===== src/rtl/game_countdown_timer.sv =====
// Two-digit BCD countdown timer for a game clock. Counts ms_tick pulses
// in RUN and decrements the displayed seconds every MS_PER_SEC ticks.
module game_countdown_timer #(
    parameter int unsigned MS_PER_SEC = 1000
) (
    input  logic       clk,
    input  logic       rst,
    input  logic       load,
    input  logic [3:0] load_tens,
    input  logic [3:0] load_ones,
    input  logic       start,
    input  logic       pause,
    input  logic       ms_tick,
    output logic       tick_en,
    output logic [3:0] tens,
    output logic [3:0] ones,
    output logic       running,
    output logic       timeout,
    output logic       expired
);

    localparam logic [1:0] StIdle   = 2'd0;
    localparam logic [1:0] StRun    = 2'd1;
    localparam logic [1:0] StPaused = 2'd2;
    localparam logic [1:0] StDone   = 2'd3;

    localparam logic [9:0] MsMax = 10'(MS_PER_SEC - 1);

    logic [1:0] state_q, state_d;
    logic [9:0] ms_cnt_q, ms_cnt_d;
    logic [3:0] tens_q, tens_d;
    logic [3:0] ones_q, ones_d;
    logic       timeout_q, timeout_d;

    // Next-state: load wins over everything, then per-state behaviour
    always_comb begin
        state_d   = state_q;
        ms_cnt_d  = ms_cnt_q;
        tens_d    = tens_q;
        ones_d    = ones_q;
        timeout_d = 1'b0;

        if (load) begin
            // Out-of-range BCD digits saturate to 9
            tens_d   = (load_tens > 4'd9) ? 4'd9 : load_tens;
            ones_d   = (load_ones > 4'd9) ? 4'd9 : load_ones;
            ms_cnt_d = '0;
            state_d  = StIdle;
        end else begin
            case (state_q)
                StIdle: begin
                    if (start) begin
                        if (tens_q == 4'd0 && ones_q == 4'd0) begin
                            state_d   = StDone;
                            timeout_d = 1'b1;
                        end else begin
                            state_d = StRun;
                        end
                    end
                end
                StRun: begin
                    // A tick coincident with pause is dropped
                    if (pause) begin
                        state_d = StPaused;
                    end else if (ms_tick) begin
                        if (ms_cnt_q == MsMax) begin
                            ms_cnt_d = '0;
                            if (ones_q != 4'd0) begin
                                ones_d = ones_q - 4'd1;
                            end else if (tens_q != 4'd0) begin
                                ones_d = 4'd9;
                                tens_d = tens_q - 4'd1;
                            end
                            // Reaching 00 happens only from 01
                            if (tens_q == 4'd0 && ones_q <= 4'd1) begin
                                state_d   = StDone;
                                timeout_d = 1'b1;
                            end
                        end else begin
                            ms_cnt_d = ms_cnt_q + 10'd1;
                        end
                    end
                end
                StPaused: begin
                    if (start && !pause) begin
                        state_d = StRun;
                    end
                end
                default: begin
                    // StDone: held until load or rst
                end
            endcase
        end
    end

    // State registers with synchronous reset taking priority
    always_ff @(posedge clk) begin
        if (rst) begin
            state_q   <= StIdle;
            ms_cnt_q  <= '0;
            tens_q    <= '0;
            ones_q    <= '0;
            timeout_q <= 1'b0;
        end else begin
            state_q   <= state_d;
            ms_cnt_q  <= ms_cnt_d;
            tens_q    <= tens_d;
            ones_q    <= ones_d;
            timeout_q <= timeout_d;
        end
    end

    // Outputs decoded directly from registered state
    always_comb begin
        tick_en = (state_q == StRun);
        running = (state_q == StRun);
        expired = (state_q == StDone);
        tens    = tens_q;
        ones    = ones_q;
        timeout = timeout_q;
    end

endmodule


===== config.mk =====
export PLATFORM = sky130hd
export DESIGN_NAME = game_countdown_timer
export DESIGN_NICKNAME = d
export VERILOG_FILES = /design/src/rtl/game_countdown_timer.sv
export SDC_FILE = /design/constraint.sdc
export NUM_CORES = 1
export LEC_CHECK = 0
export ABC_CLOCK_PERIOD_IN_PS = 4000
export BUFFER_PORTS_ARGS = -buffer_cell sky130_fd_sc_hd__buf_2
export CAP_MARGIN = 20
export CORE_ASPECT_RATIO = 1.25
export CORE_MARGIN = 5
export CORE_UTILIZATION = 58
export CTS_BUF_LIST = sky130_fd_sc_hd__clkbuf_16
export CTS_CLUSTER_DIAMETER = 30
export DETAILED_ROUTE_END_ITERATION = 12
export PLACE_DENSITY = 0.83
export SLEW_MARGIN = 15
export SYNTH_ARGS = -nofsm -noshare
export SYNTH_HDL_FRONTEND = slang
export SYNTH_SLANG_ARGS = --single-unit

===== constraint.sdc =====
create_clock -name clk -period 4 [get_ports clk]
set_clock_uncertainty 0.1 [all_clocks]
set_input_delay 0.8 -clock clk [delete_from_list [all_inputs] [get_ports clk]]
set_output_delay 0.8 -clock clk [all_outputs]
set_load 0.01 [all_outputs]

==> results_dict.tcl <==
set metrics [dict create \
    status "completed" \
    fp.dieW_microns 52.45 \
    place_area_sq_um 1448 \
    max_freq_ghz 0.4525 \
    initial_core_util 0.5973 \
    dieArea_sq_um 3307 \
    wire_per_inst_microns 14.08 \
    clkTransAtPathRegs_ns 0.06 \
    p_leak_nw 0.6130 \
    busiest_layer "met2" \
    io_buffers 25 \
    finalHoldViolCount 0 \
    grt_overflow_total 0 \
    ys_types 47 \
    power_density_nw_per_um2 340.3 \
    diodes 0 \
    post-route-period-util 0.5525 \
    cts_max_path_buffers 2 \
    maxSlewHeadroom 0.4536 \
    hold_path_class "flip-flop to flip-flop" \
    tns_ns 0 \
    grt_util_met3 0.03066 \
    startpoint_type "flip-flop" \
    postCtsHoldBufs 0 \
    multi_input_comb_area_sq_um 825.8 \
    synth_area_per_cell_sq_um 8.267 \
    ctsResizeCount 0 \
    required_ns 4.07 \
    io_pins 26 \
    seq_area_frac_synth 0.3218 \
    postRouteAntennaNets 0 \
    groute.usage.overall 0.2094 \
    vias_per_cell 5.837 \
    drive_above_1_share 0.1739 \
    drtPass1Iterations 4 \
    antenna_found_initial 0 \
    drc 0 \
    rows 19 \
    coreArea_sq_um 2187 \
    drt-total-wl_microns 3028 \
    rsz0062_at_grt "no" \
    synth_cells 158 \
    yosysTopAreaCellShare 0.3218 \
    clock_sinks 21 \
    critPathArrivalTime_ns 2.28 \
    path_max_fanout 9 \
    min_period_ns 2.210 \
    dpl.hpwl_microns 2351 \
    via_count 1255 \
    drt_iter0_markers 22 \
    h-tree-depth 1 \
    grt_use_met2 0.3711 \
    crit_type "flip-flop to flip-flop" \
    ys_seq_elements 21 \
    cts-root-buf "clkbuf_16" \
    nets 206 \
    stdcell_area_sq_um 1526 \
    place.gp.congestion 0.8146 \
    cts_setup_buffers 0 \
    fp.dieH_microns 63.06 \
    synth-edff-count 0 \
    netlist_top_cells_area "dfxtp_1, ha_1, nand2_1" \
    finalMaxSlewViolations 0 \
    n_fill_cell 205 \
    regArea_sq_um 420.4 \
    gr-usage-met1 0.2380 \
    synth_nets 179 \
    setup_viol 0 \
    cts_made_buffers 3 \
    grt_pass1_vias 1278 \
    cp-end-kind "flip-flop" \
    synth_warnings 0 \
    clock_latency_ns 0.25 \
    synth_flop_cell "dfxtp_1" \
    area_growth_pct 16.86 \
    synthArstFlopShare 0 \
    maxCapViolations 0 \
    synth_top_area_cell "dfxtp_1" \
    cts_tree "built" \
    tightestPinTransition_ns 0.8121 \
    ir_worst_vdd_mv 0.2949 \
    grt_pass1_wl_microns 5444 \
    total_power_mw 0.5194 \
    synth_area_sq_um 1306 \
    grt_start_max_net_pins 18 \
]
[registers in the layout (all words and copies together), names as in the netlist]
| register | cells |
|---|---|
| ms_cnt_q | 10 |
| ones | 4 |
| state_q | 2 |
| tens | 4 |
| timeout | 1 |
[where the power goes]
| part | internal, mW | switching [mW] | total [mW] |
|---|---|---|---|
| registers | 0.216 | 0.00975 | 0.226 |
| logic | 0.0367 | 0.0472 | 0.0840 |
| clock network | 0.133 | 0.0759 | 0.209 |
[layout by cell type, fill, tap and decap left out, types with 2 or more instances in the layout]
cell type,n
nor2b_1,3
dfxtp_1,21
or3_1,5
buf_2,25
nand4b_1,2
nor2_1,9
nand3_1,7
o31ai_1,2
o21ai_0,9
inv_1,11
ha_1,7
nor3_1,4
o31a_1,2
xor2_1,3
o211ai_1,5
mux2i_1,3
nand3b_1,2
and2_1,3
xnor2_1,3
nand2_1,16
nor4_1,4
nand2b_1,4
clkbuf_16,3
or4_1,3
a21oi_1,7
[synthesized netlist by cell type (2+ instances only)]
library cell,number
nand2b_1,4
nor4_1,4
or4_1,3
ha_1,7
nand3b_1,2
nor3_1,4
and2_1,3
mux2i_1,3
o31ai_1,2
xor2_1,3
nand4b_1,2
o211ai_1,5
xnor2_1,3
nand3_1,7
a21oi_1,7
o31a_1,2
nand2_1,16
o21ai_0,9
dfxtp_1,21
inv_1,10
nor2_1,9
nor2b_1,3
or3_1,5
[final timing paths]
path	from	to	slack, ns	cells past startpoint
setup / recovery	state_q[1]	ones[0]	1.79	6
hold reg to reg	ms_cnt_q[1]	ms_cnt_q[1]	0.39	2
setup reg to reg	state_q[1]	ones[0]	1.79	6
hold / removal	ms_cnt_q[1]	ms_cnt_q[1]	0.39	2
[critical path, stage by stage, from the launching register on]
cell	delay (ns)
dfxtp_1	0.33
inv_1	0.08
ha_1	0.30
nand3b_1	0.16
or4_4	0.56
or3_1	0.38
a221oi_2	0.21
[kinds of logic (layout without fill, tap and decap cells)]
family,Yosys count,after routing,synth area share
and+or+nand+nor,71,71,0.3056
adders and majority gates,7,7,0.06705
DFF,21,21,0.3218
AOI/OAI and AO/OA,37,37,0.1964
muxes,3,3,0.02299
xor gates and xnor gates,6,6,0.04024
buffers and inverters,13,39,0.04598
[through the flow]
step / setup WS (ns) / cells / hold WS (ns) / utilization
global route: 1.672 / 215 / 0.4345 / 0.6979
CTS: 1.792 / 215 / 0.3887 / 0.6979
finish: 1.790 / 215 / 0.3930 / 0.6979
detailed placement: 1.551 / 211 / 0.3745 / 0.6619
global placement: 1.575 / 211 / 0.3671 / 0.6619
floorplan: 1.680 / 158 / 0.3484 / -
[layer usage]
| layer | up-vias | part of all wire |
|---|---|---|
| met5 | - | 0 |
| met4 | 0 | 0.017 |
| met3 | 5 | 0.047 |
| met2 | 32 | 0.52 |
| met1 | 585 | 0.41 |
| li1 | 633 | - |
[layout make-up]
| class | count | share of cell area |
|---|---|---|
| clock buffers | 3 | 0.04918 |
| clock inverters | 1 | 0.002459 |
| inverters | 10 | 0.02459 |
| multi-input cells | 124 | 0.5410 |
| flip-flops and latches | 21 | 0.2754 |
| well taps | 31 | 0.02541 |
| repair buffers | 25 | 0.08197 |
(Power assumes the default switching activity.)
